`src/rtl/vga_sprite_timing_if.sv`:
```
// Sprite update port: the game logic writes one sprite's position, colour
// and visibility per accepted transfer (valid/ready handshake).
interface vga_sprite_timing_if #(
    parameter int N_SPR   = 4,
    parameter int XW      = 10,
    parameter int YW      = 10,
    parameter int COLOR_W = 6
);
    localparam int SW = (N_SPR > 1) ? $clog2(N_SPR) : 1;

    logic                 i_wr_valid;
    logic                 o_wr_ready;
    logic [SW-1:0]        i_wr_sel;
    logic                 i_wr_en;
    logic [XW-1:0]        i_x_pos;
    logic [YW-1:0]        i_y_pos;
    logic [3*COLOR_W-1:0] i_color;

    modport master (
        output i_wr_valid, i_wr_sel, i_wr_en, i_x_pos, i_y_pos, i_color,
        input  o_wr_ready
    );

    modport slave (
        input  i_wr_valid, i_wr_sel, i_wr_en, i_x_pos, i_y_pos, i_color,
        output o_wr_ready
    );
endinterface

```
`src/rtl/vga_sprite_timing.sv`:
```
// Parametrised VGA timing generator with an N-sprite rectangle compositor.
// Sprite writes land in shadow registers and are copied to the live set in
// the last pixel of each frame, so a frame is never drawn with mixed state.
// Optional feature: define VGA_SPRITE_CLAMP_EN to clamp positions at write
// time so every sprite stays fully inside the active area.
module vga_sprite_timing #(
    parameter int H_SYNC  = 96,
    parameter int H_BP    = 48,
    parameter int H_ACT   = 640,
    parameter int H_FP    = 16,
    parameter int V_SYNC  = 2,
    parameter int V_BP    = 33,
    parameter int V_ACT   = 480,
    parameter int V_FP    = 10,
    parameter int CLK_DIV = 2,
    parameter int N_SPR   = 4,
    parameter int SPR_W   = 5,
    parameter int SPR_H   = 5,
    parameter int COLOR_W = 6,
    parameter int XW      = 10,
    parameter int YW      = 10
) (
    input  logic               i_clk,
    input  logic               i_rst_n,
    vga_sprite_timing_if.slave wr,
    output logic               o_pix_ce,
    output logic               o_hs,
    output logic               o_vs,
    output logic               o_de,
    output logic               o_frame_start,
    output logic [COLOR_W-1:0] o_red,
    output logic [COLOR_W-1:0] o_green,
    output logic [COLOR_W-1:0] o_blue,
    output logic [N_SPR-1:0]   o_hit
);
    localparam int H_TOT = H_SYNC + H_BP + H_ACT + H_FP;
    localparam int V_TOT = V_SYNC + V_BP + V_ACT + V_FP;
    localparam int H_OFF = H_SYNC + H_BP;
    localparam int V_OFF = V_SYNC + V_BP;
    localparam int HW    = $clog2(H_TOT);
    localparam int VW    = $clog2(V_TOT);
    localparam int DW    = (CLK_DIV > 1) ? $clog2(CLK_DIV) : 1;
    localparam int SW    = (N_SPR > 1) ? $clog2(N_SPR) : 1;
    localparam int CW    = 3 * COLOR_W;

    logic [DW-1:0] div_reg;
    logic          started_reg;
    logic          pix_ce;
    logic [HW-1:0] h_cnt_reg;
    logic [VW-1:0] v_cnt_reg;
    logic          h_last;
    logic          v_last;
    logic          commit;
    logic          wr_acc;
    logic          active;
    logic [XW:0]   px;
    logic [YW:0]   py;
    logic [XW-1:0] x_in;
    logic [YW-1:0] y_in;
    logic [N_SPR-1:0] hit;
    logic [CW-1:0] spr_color [N_SPR];
    logic [CW-1:0] pick;

    // Pixel divider; started_reg keeps the pixel enable low in reset even when CLK_DIV=1
    always_ff @(posedge i_clk or negedge i_rst_n) begin
        if (!i_rst_n) begin
            div_reg     <= '0;
            started_reg <= 1'b0;
        end else begin
            started_reg <= 1'b1;
            div_reg     <= (div_reg == DW'(CLK_DIV - 1)) ? '0 : div_reg + DW'(1);
        end
    end

    assign pix_ce   = started_reg && (div_reg == DW'(CLK_DIV - 1));
    assign o_pix_ce = pix_ce;

    assign h_last = (h_cnt_reg == HW'(H_TOT - 1));
    assign v_last = (v_cnt_reg == VW'(V_TOT - 1));

    // Raster counters; the line counter only moves when the pixel counter wraps
    always_ff @(posedge i_clk or negedge i_rst_n) begin
        if (!i_rst_n) begin
            h_cnt_reg <= '0;
            v_cnt_reg <= '0;
        end else if (pix_ce) begin
            h_cnt_reg <= h_last ? '0 : h_cnt_reg + HW'(1);
            if (h_last) begin
                v_cnt_reg <= v_last ? '0 : v_cnt_reg + VW'(1);
            end
        end
    end

    // The frame's last pixel copies shadow to live; writes are held off for that one clock
    assign commit        = pix_ce && h_last && v_last;
    assign wr.o_wr_ready = ~commit;
    assign wr_acc        = wr.i_wr_valid && !commit;

`ifdef VGA_SPRITE_CLAMP_EN
    // Clamp so the whole sprite fits inside the active window
    always_comb begin
        x_in = (wr.i_x_pos > XW'(H_ACT - SPR_W)) ? XW'(H_ACT - SPR_W) : wr.i_x_pos;
        y_in = (wr.i_y_pos > YW'(V_ACT - SPR_H)) ? YW'(V_ACT - SPR_H) : wr.i_y_pos;
    end
`else
    // Positions pass through untouched; the active window clips overhang
    always_comb begin
        x_in = wr.i_x_pos;
        y_in = wr.i_y_pos;
    end
`endif

    assign active = (h_cnt_reg >= HW'(H_OFF)) && (h_cnt_reg < HW'(H_OFF + H_ACT)) &&
                    (v_cnt_reg >= VW'(V_OFF)) && (v_cnt_reg < VW'(V_OFF + V_ACT));

    // One extra bit so x+SPR_W past the right edge cannot wrap back on screen
    assign px = (XW+1)'(h_cnt_reg) - (XW+1)'(H_OFF);
    assign py = (YW+1)'(v_cnt_reg) - (YW+1)'(V_OFF);

    for (genvar gi = 0; gi < N_SPR; gi++) begin : g_spr
        logic [XW-1:0] x_sh_reg, x_lv_reg;
        logic [YW-1:0] y_sh_reg, y_lv_reg;
        logic [CW-1:0] c_sh_reg, c_lv_reg;
        logic          en_sh_reg, en_lv_reg;

        // Per-sprite shadow load on accepted writes, live copy at frame commit
        always_ff @(posedge i_clk or negedge i_rst_n) begin
            if (!i_rst_n) begin
                x_sh_reg  <= '0;
                y_sh_reg  <= '0;
                c_sh_reg  <= '1;
                en_sh_reg <= 1'b0;
                x_lv_reg  <= '0;
                y_lv_reg  <= '0;
                c_lv_reg  <= '1;
                en_lv_reg <= 1'b0;
            end else begin
                if (wr_acc && (wr.i_wr_sel == SW'(gi))) begin
                    x_sh_reg  <= x_in;
                    y_sh_reg  <= y_in;
                    c_sh_reg  <= wr.i_color;
                    en_sh_reg <= wr.i_wr_en;
                end
                if (commit) begin
                    x_lv_reg  <= x_sh_reg;
                    y_lv_reg  <= y_sh_reg;
                    c_lv_reg  <= c_sh_reg;
                    en_lv_reg <= en_sh_reg;
                end
            end
        end

        assign hit[gi] = en_lv_reg && active &&
                         ({1'b0, x_lv_reg} <= px) && (px < {1'b0, x_lv_reg} + (XW+1)'(SPR_W)) &&
                         ({1'b0, y_lv_reg} <= py) && (py < {1'b0, y_lv_reg} + (YW+1)'(SPR_H));
        assign spr_color[gi] = c_lv_reg;
    end

    // Lowest-index hitting sprite wins; black when nothing hits
    always_comb begin
        pick = '0;
        for (int i = N_SPR - 1; i >= 0; i--) begin
            if (hit[i]) begin
                pick = spr_color[i];
            end
        end
    end

    // All video outputs share one register stage so they stay aligned
    always_ff @(posedge i_clk or negedge i_rst_n) begin
        if (!i_rst_n) begin
            o_hs          <= 1'b0;
            o_vs          <= 1'b0;
            o_de          <= 1'b0;
            o_frame_start <= 1'b0;
            o_red         <= '0;
            o_green       <= '0;
            o_blue        <= '0;
            o_hit         <= '0;
        end else if (pix_ce) begin
            o_hs          <= (h_cnt_reg >= HW'(H_SYNC));
            o_vs          <= (v_cnt_reg >= VW'(V_SYNC));
            o_de          <= active;
            o_frame_start <= (h_cnt_reg == HW'(H_OFF)) && (v_cnt_reg == VW'(V_OFF));
            {o_red, o_green, o_blue} <= pick;
            o_hit         <= hit;
        end
    end
endmodule

```
`src/flat_wrapper.sv`:
```
// flat-port wrapper written by rule: the top's interface ports become plain ports
module vga_sprite_timing_flat 
#(
    parameter int H_SYNC  = 96,
    parameter int H_BP    = 48,
    parameter int H_ACT   = 640,
    parameter int H_FP    = 16,
    parameter int V_SYNC  = 2,
    parameter int V_BP    = 33,
    parameter int V_ACT   = 480,
    parameter int V_FP    = 10,
    parameter int CLK_DIV = 2,
    parameter int N_SPR   = 4,
    parameter int SPR_W   = 5,
    parameter int SPR_H   = 5,
    parameter int COLOR_W = 6,
    parameter int XW      = 10,
    parameter int YW      = 10
)
  (i_clk, i_rst_n, o_pix_ce, o_hs, o_vs, o_de, o_frame_start, o_red, o_green, o_blue, o_hit, wr_i_wr_valid, wr_i_wr_sel, wr_i_wr_en, wr_i_x_pos, wr_i_y_pos, wr_i_color, wr_o_wr_ready);
  vga_sprite_timing_if #(.N_SPR(N_SPR), .XW(XW), .YW(YW), .COLOR_W(COLOR_W)) wr_i ();
  input  logic i_clk;
  input  logic i_rst_n;
  output logic o_pix_ce;
  output logic o_hs;
  output logic o_vs;
  output logic o_de;
  output logic o_frame_start;
  output logic [COLOR_W-1:0] o_red;
  output logic [COLOR_W-1:0] o_green;
  output logic [COLOR_W-1:0] o_blue;
  output logic [N_SPR-1:0] o_hit;
  input wire logic [$bits(wr_i.i_wr_valid)-1:0] wr_i_wr_valid;
  input wire logic [$bits(wr_i.i_wr_sel)-1:0] wr_i_wr_sel;
  input wire logic [$bits(wr_i.i_wr_en)-1:0] wr_i_wr_en;
  input wire logic [$bits(wr_i.i_x_pos)-1:0] wr_i_x_pos;
  input wire logic [$bits(wr_i.i_y_pos)-1:0] wr_i_y_pos;
  input wire logic [$bits(wr_i.i_color)-1:0] wr_i_color;
  output wire logic [$bits(wr_i.o_wr_ready)-1:0] wr_o_wr_ready;
  assign wr_i.i_wr_valid = wr_i_wr_valid;
  assign wr_i.i_wr_sel = wr_i_wr_sel;
  assign wr_i.i_wr_en = wr_i_wr_en;
  assign wr_i.i_x_pos = wr_i_x_pos;
  assign wr_i.i_y_pos = wr_i_y_pos;
  assign wr_i.i_color = wr_i_color;
  assign wr_o_wr_ready = wr_i.o_wr_ready;
  vga_sprite_timing #(.H_SYNC(H_SYNC), .H_BP(H_BP), .H_ACT(H_ACT), .H_FP(H_FP), .V_SYNC(V_SYNC), .V_BP(V_BP), .V_ACT(V_ACT), .V_FP(V_FP), .CLK_DIV(CLK_DIV), .N_SPR(N_SPR), .SPR_W(SPR_W), .SPR_H(SPR_H), .COLOR_W(COLOR_W), .XW(XW), .YW(YW)) u_core (.i_clk(i_clk), .i_rst_n(i_rst_n), .wr(wr_i), .o_pix_ce(o_pix_ce), .o_hs(o_hs), .o_vs(o_vs), .o_de(o_de), .o_frame_start(o_frame_start), .o_red(o_red), .o_green(o_green), .o_blue(o_blue), .o_hit(o_hit));
endmodule
```
`config.mk`:
```
export PLATFORM = sky130hd
export DESIGN_NAME = vga_sprite_timing_flat
export DESIGN_NICKNAME = d
export VERILOG_FILES = /design/src/rtl/vga_sprite_timing_if.sv /design/src/rtl/vga_sprite_timing.sv /design/src/flat_wrapper.sv
export SDC_FILE = /design/constraint.sdc
export NUM_CORES = 1
export LEC_CHECK = 0
export ABC_AREA = 1
export CAP_MARGIN = 5
export CORE_MARGIN = 2
export CORE_UTILIZATION = 60
export DETAILED_ROUTE_END_ITERATION = 16
export PLACE_DENSITY = 0.78
export SYNTH_ARGS = -nofsm -noshare
export SYNTH_HDL_FRONTEND = slang
export SYNTH_SLANG_ARGS = --single-unit
```
`constraint.sdc`:
```
create_clock -name i_clk -period 5.2 [get_ports i_clk]
set_clock_uncertainty 0.15 [all_clocks]
set_input_delay 1.04 -clock i_clk [delete_from_list [all_inputs] [get_ports i_clk]]
set_output_delay 1.04 -clock i_clk [all_outputs]
set_load 0.01 [all_outputs]
```
* After elaboration in Yosys (flattened, before gate mapping) *
Index checks and enable logic that the tools add are counted.

storage, ports and cells
  register bits = 360
  input bits = 44
  output and inout port bits = 28
  word-level logic and storage cells = 129

cells by class
  $add $sub $neg = 13
  order comparisons = 22
  eq/ne operators = 7
  multiplexer cells = 7
  bitwise gates (word level) = 1
  reductions and logical operators = 35

operators by type and width
  kind                     count
  $add A10 B3 Y11 const B  8
  $le A10 B11 Y1           8
  $lt A11 B11 Y1           8
  $mux W18                 4
  $logic_and A1 B1 Y1      32
  $add A10 B1 Y10 const B  2
  $eq A10 B10 Y1 const B   2
  $lt A10 B10 Y1 const B   2
  $mux W10                 2
  $sub A10 B6 Y11 const B  1
  $sub A10 B8 Y11 const B  1
  $eq A10 B6 Y1 const B    1
  $eq A10 B8 Y1 const B    1
  $ge A10 B2 Y1 const B    1
  $ge A10 B6 Y1 const B    1
  $ge A10 B7 Y1 const B    1
  $ge A10 B8 Y1 const B    1
  $eq A2 B2 Y1 const B     2
  $eq A2 B1 Y1 const B     1
  $logic_not A2 Y1         1
  $reduce_and A2 Y1        1
  $add A1 B1 Y1 const B    1
  $logic_not A1 Y1         1
  $mux W1                  1
  $not A1 Y1               1

* Logic depth before layout (Yosys ltp) *
  word-level depth = 13
  gate-level depth with buffers = 26
  gate-level depth less buffers = 25

* Least setup slack after synthesis *
OpenSTA, ideal clock, no wires.

  path kind = register to register
  from = register u_core.h_cnt_reg[4]
  to = register u_core.o_blue[3]
  library setup time = 117 ps
  arrival time = 3,001 ps
  required time = 4,933 ps
  slack = 1,931 ps
  cell stages (with the launch flop) = 24
  cells stage by stage = dfrtp_1 inv_1 ha_1 or2_2 nand2_1 inv_1 ha_1 nand2_1 inv_1 a21oi_1 nand2_1 nand3_1 nand2_1 nand2_1 nand2_1 nand2_1 nand3_2 nor2_8 nand3_4 buf_4 nand3_1 nand3_1 nand3_1 nand2_1

on the way
  longest elaborated chain between the ends = 13

RTL lines
  element                                                                   RTL line                  source
  start, declared                                                           vga_sprite_timing.sv:49   logic [HW-1:0] h_cnt_reg;
  start signal, assigned                                                    vga_sprite_timing.sv:87   h_cnt_reg <= h_last ? '0 : h_cnt_reg + HW'(1);
  parallel branches: the longest is 12 deep, another holds $sub A10 B8 Y11  --
  $mux W18 (*)                                                              vga_sprite_timing.sv:163  if (hit[i]) begin
  end signal, assigned                                                      vga_sprite_timing.sv:185  {o_red, o_green, o_blue} <= pick;
  end, declared                                                             vga_sprite_timing.sv:33   output logic [COLOR_W-1:0] o_blue,

Mark *: on every way between the ends.
A chain may end at the register's enable or synchronous reset.

* Worst setup path after layout *
  from = register u_core.h_cnt_reg[5]
  to = output port wr_o_wr_ready

on the way
  longest elaborated chain between the ends = 4

RTL lines
  element                           RTL line                 source
  $eq A10 B10 Y1                    vga_sprite_timing.sv:78  assign h_last = (h_cnt_reg == HW'(H_TOT - 1));
  $logic_and A1 B1 Y1 (2 in a row)  vga_sprite_timing.sv:95  assign commit = pix_ce && h_last && v_last;
  $not A1 Y1                        vga_sprite_timing.sv:96  assign wr.o_wr_ready = ~commit;
  end, declared                     flat_wrapper.sv:39       output wire logic [$bits(wr_i.o_wr_ready)-1:0] wr_o_wr_ready;

No other way between the ends.

==> results.toml <==
[synthesis]
syn_avg_cell_area_um2 = 7.72
synth.top_cells.by_area = "dfrtp_1 26%, dfstp_2 18%, nand2_1 17%"
ys_ff_latch = 360
synth_top_area_share_pct = 26.2
ys_seq_area_share_pct = 44.6
ys_warn_count = 0
ys.flop_type = "dfrtp_1"
synth-edff-count = 0
postSynth.asyncResetShare_pct = 100
synth_nets = 2854
synth.cell_area_um2 = 20600
synth_largest_area_cell = "dfrtp_1"
synthCells = 2667
synthDistinctLibCells = 50

[routing]
dr.max_layer_used = "met4"
first_pass_iters = 6
ant_nets = 0
wirelength_um = 54100
viasPerCell = 5.59
wl_per_cell_um = 17.0
drt_iter0_drc = 1480
wl_met3_um = 3590
drc_errors = 0
dr_total_vias = 17808
met1_length_um = 24600
wl_met2_um = 24800

[setup_path]
critPathLaunch = "u_core.h_cnt_reg[5]$_DFFE_PN0P_"
reg2reg_from = "u_core.h_cnt_reg[4]$_DFFE_PN0P_"
cp_max_fo = 50
cp_cell_sequence = "inv_1 > ha_1 > inv_1 > nor2_1 > nand3_1 > nor2_1 > nand2_4 > clkdlybuf4s50_1"
arrival_ns = 3.30
startpoint_type = "flop"
crit_slowest_cell = "clkdlybuf4s50_1"
end_kind = "primary output"
path_class = "reg2out"
slowest_delay_ns = 0.66
cp.required_ns = 4.01
r2r_slack_ns = 1.07

[power]
power-per-cell-area_nw_per_um2 = 308
ir_drop_v = 0.000301
p_total_uw = 7080
p_leak_uw = 0.0114

[floorplanning]
row_count = 67
die_w_um = 189
dieArea_um2 = 35800
start_util_pct = 61.1
die_y_um = 189
core-area_um2 = 33700
boundaryPins = 72

[global_route]
grt_max_degree = 234
grt_pass1_wl_um = 88400
grtUsageTotal_pct = 30.9
overflow = 0
antenna_found_initial = 0
first_global_vias = 17260

[min_path]
hp-class = "reg2reg"
hold_start = "u_core.div_reg$_DFF_PN0_"

[finish]
stdcell_count = 3186
final_common_cell = "nand2_1"
antenna_cells = 0
final_cell_mix = "942 x nand2_1, 289 x inv_1, 267 x o21ai_0"
drive_gt1_share_pct = 10.3
fin_nets = 2896
syn2layout_area_growth_pct = 11.6
fill_cells = 2814

[clock_tree]
cts_buffers = 39
clk_latency_ns = 0.57
ctsHoldBuffers = 0
clkTransAtPathRegs_ns = 0.06
post_cts_buffers = 0
cts_tree = "done"
cts_sinks = 360
clock-root-buffer = "clkbuf_16"
cts_resized = 0
cts_buffer_depth = 3
htreeDepth = 2

[outcome]
status = "complete, no violations"

[timing]
fin_ws_ns = 0.710
fin_crit_sh_pct = 86.3
timing.hold.ws_ns = 0.267
slew_headroom_pct = 35.6
slew_viol_final = 0
finalCriticalPeriod_ns = 4.49
fin_tns_setup_ns = 0
max_freq_ghz = 0.223
worstMarginPinSlew_ns = 0.966
finalSetupViolations = 0
grt_setup_unrepaired = "false"
hold_viol_final = 0

[placement]
io_buffers = 71
hpwl_um = 37600
pre_cts_ws_ns = 1.09
dp_cells = 3116
finalWeightedCongestion = 0.948

[run]
drv_cap = 0
==> worst max-delay path, delay by kind of cell (launching register included) <==
| family | cells | cell delay (ns) |
|---|---|---|
| and+or+nand+nor | 4 | 1.25 |
| buffers and inverters | 3 | 0.84 |
| DFF | 1 | 0.45 |
| adders and majority gates | 1 | 0.16 |
==> where the power goes <==
| part | switching [uW] | leakage (uW) | internal, uW |
|---|---|---|---|
| Sequential | 163 | 0.00435 | 3090 |
| Combinational | 612 | 0.00637 | 351 |
| Clock | 1160 | 0.000639 | 1710 |
==> through the flow <==
| stage | cell area (um2) | util, % |
|---|---|---|
| 5_1_grt | 23000 | 68.2 |
| 4_1_cts | 23000 | 68.2 |
| 6_report | 23000 | 68.2 |
| 2_1_floorplan | 20600 | - |
| 3_3_place_gp | 21700 | 64.3 |
| 3_5_place_dp | 21700 | 64.3 |
==> Yosys cell counts, types with 2 or more instances <==
| cell | number |
|---|---|
| nand2_1 | 945 |
| inv_1 | 289 |
| o21ai_0 | 267 |
| dfrtp_1 | 216 |
| nor2_1 | 159 |
| dfstp_2 | 144 |
| ha_1 | 143 |
| nand3_1 | 107 |
| clkbuf_1 | 61 |
| nand4_1 | 58 |
| a21oi_1 | 54 |
| xor2_1 | 46 |
| nor3_1 | 23 |
| buf_2 | 16 |
| nand2_2 | 15 |
| o21ai_1 | 9 |
| o21bai_1 | 9 |
| xnor2_1 | 8 |
| buf_4 | 7 |
| inv_2 | 7 |
| nand3_2 | 7 |
| nor2_4 | 7 |
| nor4_1 | 7 |
| a21oi_2 | 6 |
| o21a_1 | 6 |
| nand2_4 | 5 |
| nand3b_1 | 5 |
| nor2_2 | 5 |
| a21o_1 | 4 |
| a211oi_1 | 3 |
| and3_1 | 3 |
| o22ai_1 | 3 |
| a21boi_0 | 2 |
| buf_6 | 2 |
| clkinv_1 | 2 |
| nand3_4 | 2 |
| o31ai_1 | 2 |
==> layer usage <==
layer | vias up | GRT usage, %
li1 | 8583 | -
met1 | 8570 | 43.7
met2 | 573 | 49.8
met3 | 82 | 5.08
met4 | 0 | 8.35
met5 | - | 0
==> cell families (layout without fill, tap and decap cells) <==
family                     count (synthesis)  count (layout)  share of synthesized area, %
DFF                                      360             360                          44.6
buffers and inverters                    385             456                          7.31
xor gates and xnor gates                  54              54                          2.30
other                                      1               1                        0.0182
adders and majority gates                143             143                          8.69
and+or+nand+nor                         1353            1353                          27.5
AOI/OAI and AO/OA                        371             371                          9.55
==> worst paths after layout <==
| kind | cells past startpoint | to |
|---|---|---|
| worst min register to register | 1 | u_core.div_reg$_DFF_PN0_ |
| min in group asynchronous | 1 | u_core.g_spr[3].y_lv_reg[2]$_DFFE_PN0P_ |
| worst max register to register | 21 | u_core.o_blue[3]$_DFFE_PN0P_ |
| worst min-delay path | 1 | u_core.div_reg$_DFF_PN0_ |
| worst max-delay path | 8 | wr_o_wr_ready |
| max in group asynchronous | 2 | u_core.h_cnt_reg[8]$_DFFE_PN0P_ |
==> area by class of cell <==
| cell class | instances | area (um2) | area share, % |
|---|---|---|---|
| multi-input cells | 1922 | 9930 | 43.2 |
| flip-flops and latches | 360 | 9190 | 40.0 |
| clock buffers | 59 | 1130 | 4.92 |
| inverters | 298 | 1120 | 4.89 |
| repair buffers | 88 | 881 | 3.83 |
| well taps | 448 | 561 | 2.44 |
| clock inverters | 11 | 176 | 0.767 |
Power figures use the tool's default switching activity.
